--- src/rtl/regfile_write_ctrl_pkg.sv ---
`default_nettype none
// ============================================================================
//  Module      : regfile_pkg
//  Description : Shared widths, constants and types for the register-file
//                write-port controller.
//  Revision    : 1.0 - initial release
// ============================================================================
package regfile_pkg;

   localparam int REG_ADDR_W = 5;
   localparam int REG_DATA_W = 32;
   localparam int NUM_REGS   = 32;
   localparam logic [REG_ADDR_W-1:0] ZERO_REG = 5'd0;

   typedef enum logic [0:0] {
      INIT = 1'b0,
      RUN  = 1'b1
   } state_t;

   // One pending register-file write (address + data)
   typedef struct packed {
      logic [REG_ADDR_W-1:0] addr;
      logic [REG_DATA_W-1:0] data;
   } wb_req_t;

endpackage
`default_nettype wire

--- src/rtl/regfile_write_ctrl_if.sv ---
`default_nettype none
// ============================================================================
//  Module      : regfile_write_ctrl_if
//  Description : Producer request channels and register-file write port of
//                the write controller. master = producers/observer side,
//                slave = controller side.
//  Revision    : 1.0 - initial release
// ============================================================================
interface regfile_write_ctrl_if
   import regfile_pkg::*;
#(
   parameter int DEPTH = 4
) ();

   localparam int CNT_W = $clog2(DEPTH) + 1;

   logic                  a_valid;
   logic [REG_ADDR_W-1:0] a_addr;
   logic [REG_DATA_W-1:0] a_data;
   logic                  a_ready;
   logic                  b_valid;
   logic [REG_ADDR_W-1:0] b_addr;
   logic [REG_DATA_W-1:0] b_data;
   logic                  b_ready;
   logic                  RegWrite;
   logic [REG_ADDR_W-1:0] WriteRegister;
   logic [REG_DATA_W-1:0] WriteData;
   logic                  init_done;
   logic [CNT_W-1:0]      fifo_count;

   modport master (
      output a_valid, a_addr, a_data, b_valid, b_addr, b_data,
      input  a_ready, b_ready, RegWrite, WriteRegister, WriteData,
             init_done, fifo_count
   );

   modport slave (
      input  a_valid, a_addr, a_data, b_valid, b_addr, b_data,
      output a_ready, b_ready, RegWrite, WriteRegister, WriteData,
             init_done, fifo_count
   );

endinterface
`default_nettype wire

--- src/rtl/regfile_write_ctrl_wb_fifo.sv ---
`default_nettype none
// ============================================================================
//  Module      : wb_fifo
//  Description : Synchronous FIFO for secondary writebacks. Pointers wrap
//                modulo DEPTH (power of two); the occupancy count tells full
//                from empty. Storage is not reset: only entries covered by
//                the count are ever read.
//  Revision    : 1.0 - initial release
// ============================================================================
module wb_fifo #(
   parameter int DEPTH = 4,
   parameter int WIDTH = 37
) (
   input  logic                     clk,
   input  logic                     reset,
   input  logic                     push_i,
   input  logic [WIDTH-1:0]         din_i,
   input  logic                     pop_i,
   output logic [WIDTH-1:0]         head_o,
   output logic [$clog2(DEPTH):0]   count_o
);

   localparam int PTR_W = $clog2(DEPTH);
   localparam logic [PTR_W:0] C_FULL = (PTR_W+1)'(DEPTH);

   logic [WIDTH-1:0] mem_q [DEPTH];
   logic [PTR_W-1:0] wr_ptr_q;
   logic [PTR_W-1:0] rd_ptr_q;
   logic [PTR_W:0]   count_q;
   logic             w_do_push;
   logic             w_do_pop;

   // Guard against overflow/underflow even if the caller misbehaves
   assign w_do_pop  = pop_i  && (count_q != '0);
   assign w_do_push = push_i && (count_q != C_FULL);

   assign head_o  = mem_q[rd_ptr_q];
   assign count_o = count_q;

   // Entry storage: write at the tail on push
   always_ff @(posedge clk) begin
      if (w_do_push) begin
         mem_q[wr_ptr_q] <= din_i;
      end
   end

   // Pointers and occupancy; simultaneous push+pop leaves the count unchanged
   always_ff @(posedge clk) begin
      if (reset) begin
         wr_ptr_q <= '0;
         rd_ptr_q <= '0;
         count_q  <= '0;
      end else begin
         if (w_do_push) wr_ptr_q <= wr_ptr_q + PTR_W'(1);
         if (w_do_pop)  rd_ptr_q <= rd_ptr_q + PTR_W'(1);
         case ({w_do_push, w_do_pop})
            2'b10:   count_q <= count_q + (PTR_W+1)'(1);
            2'b01:   count_q <= count_q - (PTR_W+1)'(1);
            default: count_q <= count_q;
         endcase
      end
   end

endmodule
`default_nettype wire

--- src/rtl/regfile_write_ctrl.sv ---
`default_nettype none
// ============================================================================
//  Module      : regfile_write_ctrl
//  Description : Owns the register-file write port. After reset it sweeps
//                zeros into all 32 registers, then arbitrates a priority
//                single-cycle source (A) against a FIFO-buffered multi-cycle
//                source (B) with a starvation guard, and suppresses the
//                write enable for architectural writes to $0.
//  Revision    : 1.0 - initial release
// ============================================================================
module regfile_write_ctrl
   import regfile_pkg::*;
#(
   parameter int DEPTH        = 4,
   parameter int STARVE_LIMIT = 8
) (
   input  logic                 clk,
   input  logic                 reset,
   regfile_write_ctrl_if.slave  bus
);

   localparam int CNT_W = $clog2(DEPTH) + 1;
   localparam int SW_W  = $clog2(STARVE_LIMIT + 1);

   localparam logic [0:0] ST_INIT = INIT;
   localparam logic [0:0] ST_RUN  = RUN;

   localparam logic [CNT_W-1:0]      C_DEPTH    = CNT_W'(DEPTH);
   localparam logic [SW_W-1:0]       C_STARVE   = SW_W'(STARVE_LIMIT);
   localparam logic [REG_ADDR_W-1:0] C_LAST_REG = REG_ADDR_W'(NUM_REGS - 1);

   logic [0:0]            state_q,     state_d;
   logic [REG_ADDR_W-1:0] sweep_q,     sweep_d;
   logic [SW_W-1:0]       starve_q,    starve_d;
   logic                  we_q,        we_d;
   logic [REG_ADDR_W-1:0] waddr_q,     waddr_d;
   logic [REG_DATA_W-1:0] wdata_q,     wdata_d;
   logic                  init_done_q, init_done_d;

   logic [CNT_W-1:0] w_count;
   logic             w_nonempty;
   logic             w_force;
   logic             w_b_ready;
   logic             w_issue_a;
   logic             w_issue_b;
   wb_req_t          w_b_req;
   wb_req_t          w_head;

   assign w_b_req.addr = bus.b_addr;
   assign w_b_req.data = bus.b_data;

   wb_fifo #(
      .DEPTH (DEPTH),
      .WIDTH ($bits(wb_req_t))
   ) u_wb_fifo (
      .clk     (clk),
      .reset   (reset),
      .push_i  (bus.b_valid && w_b_ready),
      .din_i   (w_b_req),
      .pop_i   (w_issue_b),
      .head_o  (w_head),
      .count_o (w_count)
   );

   // Readiness uses registered occupancy: no accept while full, even if popping
   assign w_nonempty = (w_count != '0);
   assign w_force    = (starve_q == C_STARVE) && w_nonempty;
   assign w_b_ready  = (state_q == ST_RUN) && (w_count < C_DEPTH);

   assign bus.a_ready       = (state_q == ST_RUN) && !w_force;
   assign bus.b_ready       = w_b_ready;
   assign bus.RegWrite      = we_q;
   assign bus.WriteRegister = waddr_q;
   assign bus.WriteData     = wdata_q;
   assign bus.init_done     = init_done_q;
   assign bus.fifo_count    = w_count;

   // Issue select: forced B, then A, then any queued B
   always_comb begin
      w_issue_a = 1'b0;
      w_issue_b = 1'b0;
      if (state_q == ST_RUN) begin
         if (w_force)             w_issue_b = 1'b1;
         else if (bus.a_valid)    w_issue_a = 1'b1;
         else if (w_nonempty)     w_issue_b = 1'b1;
      end
   end

   // Next-state: zero sweep in INIT, arbitrated writeback with $0 filter in RUN
   always_comb begin
      state_d     = state_q;
      sweep_d     = sweep_q;
      starve_d    = starve_q;
      we_d        = 1'b0;
      waddr_d     = waddr_q;
      wdata_d     = wdata_q;
      init_done_d = init_done_q;
      case (state_q)
         ST_INIT: begin
            we_d    = 1'b1;
            waddr_d = sweep_q;
            wdata_d = '0;
            sweep_d = sweep_q + REG_ADDR_W'(1);
            if (sweep_q == C_LAST_REG) begin
               state_d     = ST_RUN;
               init_done_d = 1'b1;
            end
         end
         default: begin
            if (w_issue_a) begin
               we_d    = (bus.a_addr != ZERO_REG);
               waddr_d = bus.a_addr;
               wdata_d = bus.a_data;
            end else if (w_issue_b) begin
               we_d    = (w_head.addr != ZERO_REG);
               waddr_d = w_head.addr;
               wdata_d = w_head.data;
            end
            // Count A wins only while B is waiting; any B pop or empty FIFO resets it
            if (w_issue_b || !w_nonempty) begin
               starve_d = '0;
            end else if (w_issue_a && (starve_q != C_STARVE)) begin
               starve_d = starve_q + SW_W'(1);
            end
         end
      endcase
   end

   // State and registered write-port outputs
   always_ff @(posedge clk) begin
      if (reset) begin
         state_q     <= ST_INIT;
         sweep_q     <= '0;
         starve_q    <= '0;
         we_q        <= 1'b0;
         waddr_q     <= '0;
         wdata_q     <= '0;
         init_done_q <= 1'b0;
      end else begin
         state_q     <= state_d;
         sweep_q     <= sweep_d;
         starve_q    <= starve_d;
         we_q        <= we_d;
         waddr_q     <= waddr_d;
         wdata_q     <= wdata_d;
         init_done_q <= init_done_d;
      end
   end

endmodule
`default_nettype wire

--- src/flat_wrapper.sv ---
// flat-port wrapper written by rule: the top's interface ports become plain ports
module regfile_write_ctrl_flat import regfile_pkg::*;
#(
   parameter int DEPTH        = 4,
   parameter int STARVE_LIMIT = 8
)
  (clk, reset, bus_a_valid, bus_a_addr, bus_a_data, bus_b_valid, bus_b_addr, bus_b_data, bus_a_ready, bus_b_ready, bus_RegWrite, bus_WriteRegister, bus_WriteData, bus_init_done, bus_fifo_count);
  regfile_write_ctrl_if #(.DEPTH(DEPTH)) bus_i ();
  input  logic clk;
  input  logic reset;
  input wire logic [$bits(bus_i.a_valid)-1:0] bus_a_valid;
  input wire logic [$bits(bus_i.a_addr)-1:0] bus_a_addr;
  input wire logic [$bits(bus_i.a_data)-1:0] bus_a_data;
  input wire logic [$bits(bus_i.b_valid)-1:0] bus_b_valid;
  input wire logic [$bits(bus_i.b_addr)-1:0] bus_b_addr;
  input wire logic [$bits(bus_i.b_data)-1:0] bus_b_data;
  output wire logic [$bits(bus_i.a_ready)-1:0] bus_a_ready;
  output wire logic [$bits(bus_i.b_ready)-1:0] bus_b_ready;
  output wire logic [$bits(bus_i.RegWrite)-1:0] bus_RegWrite;
  output wire logic [$bits(bus_i.WriteRegister)-1:0] bus_WriteRegister;
  output wire logic [$bits(bus_i.WriteData)-1:0] bus_WriteData;
  output wire logic [$bits(bus_i.init_done)-1:0] bus_init_done;
  output wire logic [$bits(bus_i.fifo_count)-1:0] bus_fifo_count;
  assign bus_i.a_valid = bus_a_valid;
  assign bus_i.a_addr = bus_a_addr;
  assign bus_i.a_data = bus_a_data;
  assign bus_i.b_valid = bus_b_valid;
  assign bus_i.b_addr = bus_b_addr;
  assign bus_i.b_data = bus_b_data;
  assign bus_a_ready = bus_i.a_ready;
  assign bus_b_ready = bus_i.b_ready;
  assign bus_RegWrite = bus_i.RegWrite;
  assign bus_WriteRegister = bus_i.WriteRegister;
  assign bus_WriteData = bus_i.WriteData;
  assign bus_init_done = bus_i.init_done;
  assign bus_fifo_count = bus_i.fifo_count;
  regfile_write_ctrl #(.DEPTH(DEPTH), .STARVE_LIMIT(STARVE_LIMIT)) u_core (.clk(clk), .reset(reset), .bus(bus_i));
endmodule
--- config.mk ---
export PLATFORM = sky130hd
export DESIGN_NAME = regfile_write_ctrl_flat
export DESIGN_NICKNAME = d
export VERILOG_FILES = /design/src/rtl/regfile_write_ctrl_pkg.sv /design/src/rtl/regfile_write_ctrl_if.sv /design/src/rtl/regfile_write_ctrl_wb_fifo.sv /design/src/rtl/regfile_write_ctrl.sv /design/src/flat_wrapper.sv
export SDC_FILE = /design/constraint.sdc
export NUM_CORES = 1
export LEC_CHECK = 0
export ABC_CLOCK_PERIOD_IN_PS = 3200
export CELL_PAD_IN_SITES_DETAIL_PLACEMENT = 1
export CELL_PAD_IN_SITES_GLOBAL_PLACEMENT = 2
export CORE_MARGIN = 2
export CORE_UTILIZATION = 48
export CTS_BUF_LIST = sky130_fd_sc_hd__clkbuf_2 sky130_fd_sc_hd__clkbuf_4 sky130_fd_sc_hd__clkbuf_8
export DETAILED_ROUTE_END_ITERATION = 16
export DONT_BUFFER_PORTS = 1
export GPL_ROUTABILITY_DRIVEN = 0
export PLACE_DENSITY_LB_ADDON = 0.1
export SETUP_SLACK_MARGIN = 0.02
export SLEW_MARGIN = 30
export SYNTH_ARGS = -nofsm -noshare
export SYNTH_HDL_FRONTEND = slang
export SYNTH_HIERARCHICAL = 1
export SYNTH_SLANG_ARGS = --single-unit
--- constraint.sdc ---
create_clock -name clk -period 3.2 [get_ports clk]
set_clock_uncertainty 0.1 [all_clocks]
set_input_delay 0.48 -clock clk [delete_from_list [all_inputs] [get_ports clk]]
set_output_delay 0.48 -clock clk [all_outputs]
set_load 0.01 [all_outputs]
==> results.cfg <==
[critical_path]
crit_slowest_cell = fa_1
crit_path_max_incr_delay_ns = 0.37
path_cells = inv_1 -> ha_1 -> nand3b_4 -> a211o_2 -> inv_1 -> o31a_1 -> ha_1 -> inv_1 -> fa_1 -> xor2_1 -> or3_1 -> a21oi_1
worstPathArrival_ns = 3.13
crit_type = flip-flop to flip-flop
cp-start-kind = flip-flop
cpMostUsedCell = inv_1
cp_max_fo = 4
endpoint_kind = flip-flop
crit_required_ns = 3.52
path_buf_inv = 3
cp_top_family = adder cells

[global_route]
grt_pass1_vias = 5086
grt_max_degree = 37
grt_overflow_total = 0
antenna_found_initial = 0
grt_pass1_wl_um = 28100
grt_usage = 0.201

[floorplanning]
die_x_um = 137
dieArea_um2 = 18900
placementRows = 48
start_util = 0.493
core_um2 = 17400
ios = 122
die_y_um = 137

[timing]
tightest_slew_ns = 0.924
fmax_mhz = 357
finalCritPeriodShare = 0.876
drv_slew = 0
slew_headroom = 0.382
post-route-min-period_ns = 2.80
rsz0062_at_grt = no
tns_ns = 0
finalSetupViolations = 0
hold_violations = 0

[layout]
fillers = 1604
synthToLayoutAreaGrowth_pct = 13.8
final_common_cell = edfxtp_1
diodes = 0
layout_common_cells = edfxtp_1 (148), nor2_1 (61), dfxtp_1 (56), dlygate4sd3_1 (38), clkbuf_8 (37)
fin_nets = 647
layout-drive-gt1-share = 0.307

[detailed_routing]
drt_pass1_iterations = 4
drtAntennaViolNets = 0
drc = 0
vias = 4573
drt_iter0_drc = 200
wl_um = 18500
viasPerCell = 5.65
avgRoutedWirePerCell_um = 22.9

[clock_tree]
cts_buffers = 35
clk_latency_ns = 0.51
clock-sinks = 206
cts_tree = yes
cts_resized = 0
cts_max_level = 2
ctsRootBufferMaster = clkbuf_8
cts_buffer_depth = 3
cts.clk_slew.worst_paths_ns = 0.06

[run]
cap_violations = 0

[power]
intPower_mw = 4.19
power_frac_seq = 0.546
p_comb_frac = 0.020
ir_worst_vdd_mv = 0.348
cellLeakagePower_nw = 3.18
power_frac_clock = 0.434
p_sw_frac = 0.204
totalPowerFinal_mw = 5.26
powerDensity_nw_per_um2 = 540
power_switching_mw = 1.07

[synth]
avgSynthCellArea_um2 = 17.1
synth_edf_count = 148
ys_ff_latch = 206
async_reset_ff_frac = 0
syn-cell-area_um2 = 8550
synth_ff_type = edfxtp_1
yosysSeqAreaShare = 0.656
yosysWarnings = 6
synth_cell_types = 56
syn_inst = 499
syn_nets = 587

[placed_design]
place_hpwl_um = 11500
port_buffers = 0

[status]
status = finished, final reports clean

[worst_hold_path]
min_path_type = input pin to flip-flop
==> flip-flops by register name (all words and copies together) (netlist names), named ones only <==
register and count:
u_core/u_wb_fifo/mem_q 148, u_core/bus.WriteData 32, u_core/bus.WriteRegister 5, u_core/sweep_q 5
u_core/starve_q 4, u_core/u_wb_fifo/count_o 3, u_core/u_wb_fifo/rd_ptr_q 2, u_core/u_wb_fifo/wr_ptr_q 2
u_core/bus.RegWrite 1, u_core/bus.init_done 1, u_core/state_q 1
==> metrics by stage <==
step | hold WS, ns | cells | cell area (µm²) | utilization | worst slack (ns)
6_report | 0.0393 | 809 | 9730 | 0.560 | 0.396
5_1_grt | 0.0209 | 809 | 9730 | 0.560 | 0.211
4_1_cts | 0.00763 | 809 | 9730 | 0.560 | 0.394
3_5_place_dp | 0.394 | 709 | 8670 | 0.499 | 0.421
3_3_place_gp | 0.378 | 709 | 8670 | 0.499 | 0.545
2_1_floorplan | 0.370 | 499 | 8550 | - | 0.545
==> layer usage <==
| metal | vias to the layer above | wire length (µm) | track usage |
|---|---|---|---|
| li1 | 2058 | - | - |
| met3 | 29 | 1140 | 0.0493 |
| met2 | 137 | 9070 | 0.336 |
| met1 | 2349 | 8010 | 0.259 |
| met4 | 0 | 296 | 0.0624 |
| met5 | - | 0 | 0 |
==> power groups by stage <==
stage               Sequential [mW]  Clock, mW  Combinational, mW
floorplan                      2.92          0             0.0507
global placement               2.93          0             0.0424
CTS                            2.87       2.34              0.106
finish                         2.87       2.28              0.106
detailed placement             2.93          0             0.0435
global route                   2.87       2.45              0.116
==> repair_timing <==
action,4_1_cts,5_1_grt
buffers inserted,0,0
endpoints found under the hold margin,172,0
hold buffers,38,0
==> Yosys cell counts (2+ instances only) <==
| library cell | n | area [µm²] |
|---|---|---|
| and2_1 | 5 | 31.3 |
| buf_6 | 10 | 113 |
| nor3_1 | 6 | 30.0 |
| a22oi_1 | 4 | 30.0 |
| nor2_2 | 29 | 181 |
| inv_1 | 15 | 56.3 |
| nor2_1 | 61 | 229 |
| o221a_2 | 2 | 22.5 |
| mux4_2 | 30 | 676 |
| xnor2_1 | 2 | 17.5 |
| clkbuf_1 | 3 | 11.3 |
| mux2i_1 | 3 | 30.0 |
| dfxtp_1 | 58 | 1160 |
| xor2_1 | 5 | 43.8 |
| buf_4 | 2 | 15.0 |
| nand2_1 | 6 | 22.5 |
| nand3_1 | 5 | 25.0 |
| nor2b_1 | 2 | 12.5 |
| buf_2 | 5 | 25.0 |
| a31oi_1 | 5 | 31.3 |
| edfxtp_1 | 148 | 4440 |
| o21ai_0 | 3 | 15.0 |
| o221a_4 | 29 | 581 |
| nor4_1 | 2 | 12.5 |
| nand2b_1 | 3 | 18.8 |
| a21oi_1 | 7 | 35.0 |
| ha_1 | 9 | 113 |
| mux4_1 | 7 | 184 |
| buf_12 | 6 | 120 |
==> layout make-up <==
| class | count | area, µm² | area share |
|---|---|---|---|
| clock buffers | 55 | 644 | 0.0662 |
| clock inverters | 7 | 32.5 | 0.00334 |
| inverters | 16 | 60.1 | 0.00617 |
| multi-input cells | 249 | 2600 | 0.267 |
| flip-flops and latches | 206 | 5610 | 0.577 |
| well taps | 225 | 282 | 0.0289 |
| repair buffers | 51 | 503 | 0.0517 |
==> worst register-to-register path: stages (launching register included) <==
cell	delay (ns)
dfxtp_1	0.34
inv_1	0.10
ha_1	0.22
nand3b_4	0.10
a211o_2	0.35
inv_1	0.10
o31a_1	0.20
ha_1	0.20
inv_1	0.06
fa_1	0.37
xor2_1	0.16
or3_1	0.31
a21oi_1	0.13
==> cells by family after synthesis <==
logic type,synth area share
XOR/XNOR,0.00717
flip-flops,0.656
multiplexers,0.105
AO/OA/AOI/OAI,0.0958
buffers and inverters,0.0417
AND/OR/NAND/NOR,0.0789
adder cells (fa/ha/maj),0.0155
==> path summary, 6_finish.rpt <==
check / from / cells after the start / slack [ns] / endpoint
hold reg to reg: u_core/starve_q[1] / 2 / 0.42 / u_core/starve_q[1]
setup / recovery: u_core/starve_q[0] / 12 / 0.40 / u_core/u_wb_fifo/count_o[2]
setup reg to reg: u_core/starve_q[0] / 12 / 0.40 / u_core/u_wb_fifo/count_o[2]
hold / removal: bus_a_data[10] / 1 / 0.04 / u_core/bus.WriteData[10]
(Power assumes the default switching activity.)
==> patch 1, RTL diff (same flow settings) <==
Change the package constant `ZERO_REG` from 5'd0 to 5'd1.
--- a/src/rtl/regfile_write_ctrl_pkg.sv
+++ b/src/rtl/regfile_write_ctrl_pkg.sv
@@ -12,3 +12,3 @@
    localparam int NUM_REGS   = 32;
-   localparam logic [REG_ADDR_W-1:0] ZERO_REG = 5'd0;
+   localparam logic [REG_ADDR_W-1:0] ZERO_REG = 5'd1;
 
Check against the original RTL: same outputs for any inputs over 10 cycles, from zero or initial values and one cycle with reset high; that may be too few to reach the edited logic, so the function may still have changed.
==> patch 1 against the unedited design <==
- die area is 3.2% lower
- total power is 0.55% higher
- worst setup slack worse by 26 ps
- largest power group unchanged
- sequential cell count stayed put
- first-iteration DRC count is 9.0% higher
- synthesized area is 3.3% lower
- hold slack worse by 0.95 ps
- cell count stayed put
- non-clock buffer count is 3 higher
- wire length is 2.5% lower
- sequential power hardly changed
- design area is 2.2% lower
==> patch 1: results (changes against the unedited design) <==
Hold Crit Depth=1 (unchanged); Rel. slew slack=38.2% (about the same); register area share after synthesis=67.8% (was 65.6%); asr flop ratio synth=0% (unchanged); GRT Overall Usage=20.0% (was 20.1%); hpwl dp=11000 um (was 11500 um); Post-Route WL=18000 um (was 18500 um); Max IR drop VDD=0.427 mV (was 0.348 mV); Static Leakage=3.16 nW (was 3.18 nW); CP max FO=4 (unchanged); ys flop type=edfxtp_1 (unchanged); Post-Syn Instances=500 (was 499); ratio of cells with drive above 1 in the final layout=28.2% (was 30.7%); drt via density=5.60 (was 5.65); Worst-Skew Late Latency=510 ps (about the same); wire per inst=22.3 um (was 22.9 um); layout net count=651 (was 647); flip-flop count of the largest register after layout=148 (unchanged); met2 Usage GRT=34.0% (was 33.6%); dpl cell area=8430 um2 (was 8670 um2); Worst R2R Path Depth=12 (unchanged); top post-synthesis cells by area=edfxtp_1 54%, dfxtp_1 14%, mux4_2 8.2% (was edfxtp_1 52%, dfxtp_1 14%, mux4_2 7.9%); status=finished, final reports clean (unchanged); vias in the first global route=4937 (was 5086); Max Buffers Root-to-Sink=3 (unchanged); pre-CTS WS=412 ps (was 421 ps); Synth cell types=53 (was 56); met1 usage=25.4% (was 25.9%); largest net degree at the start of global routing=38 (was 37); placed insts=708 (was 709); Critical Path AT=3150 ps (was 3130 ps); Commonest cells post-synth=148 x edfxtp_1, 61 x nor2_1, 58 x dfxtp_1 (unchanged); Mapped Nets=588 (was 587); met3 Use GR=5.27% (was 4.93%); initial DRC count=218 (was 200); global-route wire length before repair=27700 um (was 28100 um)
patch 1: cell count changes after synthesis, moves of 2 or more:
cell,before,now
buf_2,5,10
buf_12,6,3
buf_6,10,5
buf_8,0,3
a31o_1,0,2
o221a_1,1,20
inv_1,15,17
o221a_2,2,11
o221a_4,29,1
patch 1: cell type report:
class	instances	area, um2
multi-input combinational	249	2350
clock buffer	57	666
clock inverter	6	35.0
sequential	206	5610
tap	220	275
timing repair buffer	54	513
inverter	17	63.8
fill	1551	7190
patch 1: critical path, cell delays in order, from the launching register on:
cell,delay [ps]
dfxtp_1,340
inv_1,100
ha_1,230
nand3b_4,110
a211o_2,350
inv_1,70
o31a_1,190
ha_1,210
inv_1,60
fa_1,380
xor2_1,160
or3_1,310
a21oi_1,140
patch 1: logic make-up after synthesis:
group	count (synthesis)	share of synthesized area [%]
AOI/OAI and AO/OA	60	7.01
xor gates and xnor gates	7	0.742
adders and majority gates	10	1.60
buffers and inverters	45	3.80
DFF	206	67.8
muxes	41	10.9
and+or+nand+nor	131	8.13
patch 1: power by group:
part | switching, mW | internal [mW] | total, mW
Combinational | 0.0564 | 0.0485 | 0.105
Clock | 0.996 | 1.32 | 2.31
Sequential | 0.00700 | 2.86 | 2.87
Total | 1.06 | 4.23 | 5.28
patch 1: path summary, 6_finish.rpt:
kind | from | endpoint | slack [ps]
setup / recovery | u_core/starve_q[0] | u_core/u_wb_fifo/count_o[2] | 370
hold / removal | bus_a_data[15] | u_core/bus.WriteData[15] | 40
setup reg to reg | u_core/starve_q[0] | u_core/u_wb_fifo/count_o[2] | 370
hold reg to reg | u_core/starve_q[1] | u_core/starve_q[1] | 410
patch 1: layer usage:
| metal | wire, um | vias up |
|---|---|---|
| met3 | 1130 | 26 |
| met1 | 7630 | 2321 |
| met4 | 283 | 0 |
| li1 | - | 2063 |
| met5 | 0 | - |
| met2 | 9000 | 119 |
==> patch 2, RTL diff (same settings) <==
Made on the original files. Make the reset (`reset`) asynchronous in 2 clocked blocks.
--- a/src/rtl/regfile_write_ctrl_wb_fifo.sv
+++ b/src/rtl/regfile_write_ctrl_wb_fifo.sv
@@ -47,3 +47,3 @@
    // Pointers and occupancy; simultaneous push+pop leaves the count unchanged
-   always_ff @(posedge clk) begin
+   always_ff @(posedge clk or posedge reset) begin
       if (reset) begin
--- a/src/rtl/regfile_write_ctrl.sv
+++ b/src/rtl/regfile_write_ctrl.sv
@@ -129,3 +129,3 @@
    // State and registered write-port outputs
-   always_ff @(posedge clk) begin
+   always_ff @(posedge clk or posedge reset) begin
       if (reset) begin
Behaviour: differs if reset is asserted again (counterexample within 4 cycles, from zero or initial values and one cycle with reset high); with reset held inactive, the same outputs for 10 cycles.
==> patch 2 against the unedited design <==
- core utilization increased by 2.8 points
- sequential share of layout area grew 0.25 points
- maximum frequency is 3.6% higher
- synthesized area decreased by 2.0%
- worst setup slack gained 97 ps
- synthesized cell count down 7.6%
- via count down 1.4%
- wire length down 2.3%
- sequential cell count is 2 lower
- design area up 3.8%
Power is not compared: it rests on default switching activity, and its combinational part moved more than twofold at a synthesized area within 25%.
==> patch 2: results (changes against the unedited design) <==
H-tree Lvls=2 (unchanged); Post-Route WL=18100 um (was 18500 um); Mapped Nets=549 (was 587); global-route wire length before repair=28600 um (was 28100 um); layout net count=643 (was 647); vias in the first global route=4998 (was 5086); GRT Overall Usage=20.7% (was 20.1%); flip-flop count of the largest register after layout=148 (unchanged); drt via density=5.57 (was 5.65); CP max FO=5 (was 4); placed insts=675 (was 709); Slowest-stage cell, CP=dfrtp_1 (was fa_1); worst r2r src=u_core/starve_q[1] (was u_core/starve_q[0]); iteration count of the initial detailed-routing pass=4 (unchanged); hold buffers post-CTS=67 (was 38); Commonest cells post-synth=148 x edfxtp_1, 56 x dfrtp_1, 41 x nand2_1 (was 148 x edfxtp_1, 61 x nor2_1, 58 x dfxtp_1); pre-CTS WS=524 ps (was 421 ps); end of the critical path=u_core/u_wb_fifo/count_o[2] (unchanged); top post-synthesis cells by area=edfxtp_1 53%, dfrtp_1 17%, mux4_2 9.9% (was edfxtp_1 52%, dfxtp_1 14%, mux4_2 7.9%); syn_area_per_cell=18.2 um2 (was 17.1 um2); post-route setup slack=493 ps (was 396 ps); Critical Path Max Stage Delay=410 ps (was 370 ps); initial DRC count=210 (was 200); register area share after synthesis=69.8% (was 65.6%); status=finished, final reports clean (unchanged); Synth cell types=50 (was 56); hpwl dp=10900 um (was 11500 um); Hold Crit Depth=2 (was 1); Worst-Skew Late Latency=520 ps; Inserted Clock Buffers=36 (was 35); worst slew pin tran=674 ps (was 924 ps); largest net degree at the start of global routing=48 (was 37); ratio of cells with drive above 1 in the final layout=27.6% (was 30.7%); asr flop ratio synth=27.5% (was 0%); wire per inst=22.4 um (was 22.9 um)
## patch 2: changes by cell type after synthesis, moves of 28 or more
cell,unedited run,this run
nor2_2,29,0
o21ai_1,0,28
nor2_1,61,6
dfxtp_1,58,0
o221a_4,29,0
a2bb2oi_2,0,30
dfrtp_1,0,56
nand2_1,6,41
## patch 2: metrics by stage
step	utilization (%)	power, mW	hold WS, ps
floorplan	-	5.18	183
global placement	50.3	5.59	221
detailed placement	50.3	5.66	230
CTS	58.8	8.34	2.22
global route	58.8	8.65	18.3
finish	58.8	8.23	21.3
## patch 2: worst min-delay path by stage
stage | start | endpoint | slack, ps
global route | bus_a_data[20] | u_core/bus.WriteData[20] | 20
global placement | reset | u_core/u_wb_fifo/wr_ptr_q[1] | 220
floorplan | reset | u_core/u_wb_fifo/count_o[0] | 180
detailed placement | reset | u_core/u_wb_fifo/count_o[2] | 230
CTS | bus_a_data[12] | u_core/bus.WriteData[12] | 2
finish | bus_a_data[15] | u_core/bus.WriteData[15] | 20
## patch 2: report_power, final
part           switching (mW)  internal, mW
sequential              0.409          3.34
combinational           0.922         0.995
clock                    1.05          1.52
## patch 2: cell families (layout without fill, tap and decap cells)
kind of cell / count (synthesis) / in the layout / share of synthesized area [%]
and+or+nand+nor: 73 / 73 / 4.45
xor gates and xnor gates: 9 / 9 / 0.941
AOI/OAI and AO/OA: 88 / 88 / 10.1
other: 0 / 1 / 0
buffers and inverters: 36 / 158 / 2.69
DFF: 204 / 204 / 69.8
muxes: 41 / 41 / 10.5
adders and majority gates: 10 / 10 / 1.58
## patch 2: worst max-delay path: cells and delay by family (launching register included)
| family | cells | cell delay, ps |
|---|---|---|
| AOI/OAI and AO/OA | 2 | 540 |
| xor gates and xnor gates | 2 | 300 |
| DFF | 1 | 410 |
| buffers and inverters | 3 | 210 |
| adders and majority gates | 3 | 820 |
| and+or+nand+nor | 2 | 240 |
## patch 2: cell type report
| cell class | count | area [um2] |
|---|---|---|
| Multi-Input combinational cell | 221 | 2310 |
| Clock inverter | 18 | 160 |
| Timing Repair Buffer | 79 | 823 |
| Inverter | 13 | 51.3 |
| Clock buffer | 48 | 623 |
| Tap cell | 225 | 282 |
| Sequential cell | 204 | 5850 |
| Antenna cell | 1 | 2.50 |
| Fill cell | 1569 | 7080 |
## patch 2: routing by layer
metal	vias to the layer above	track usage, %	share of wire, %
met1	2332	26.5	42
met5	-	0	0
met4	0	7.12	2.1
li1	2004	-	-
met2	143	34.4	50
met3	29	5.52	6.2
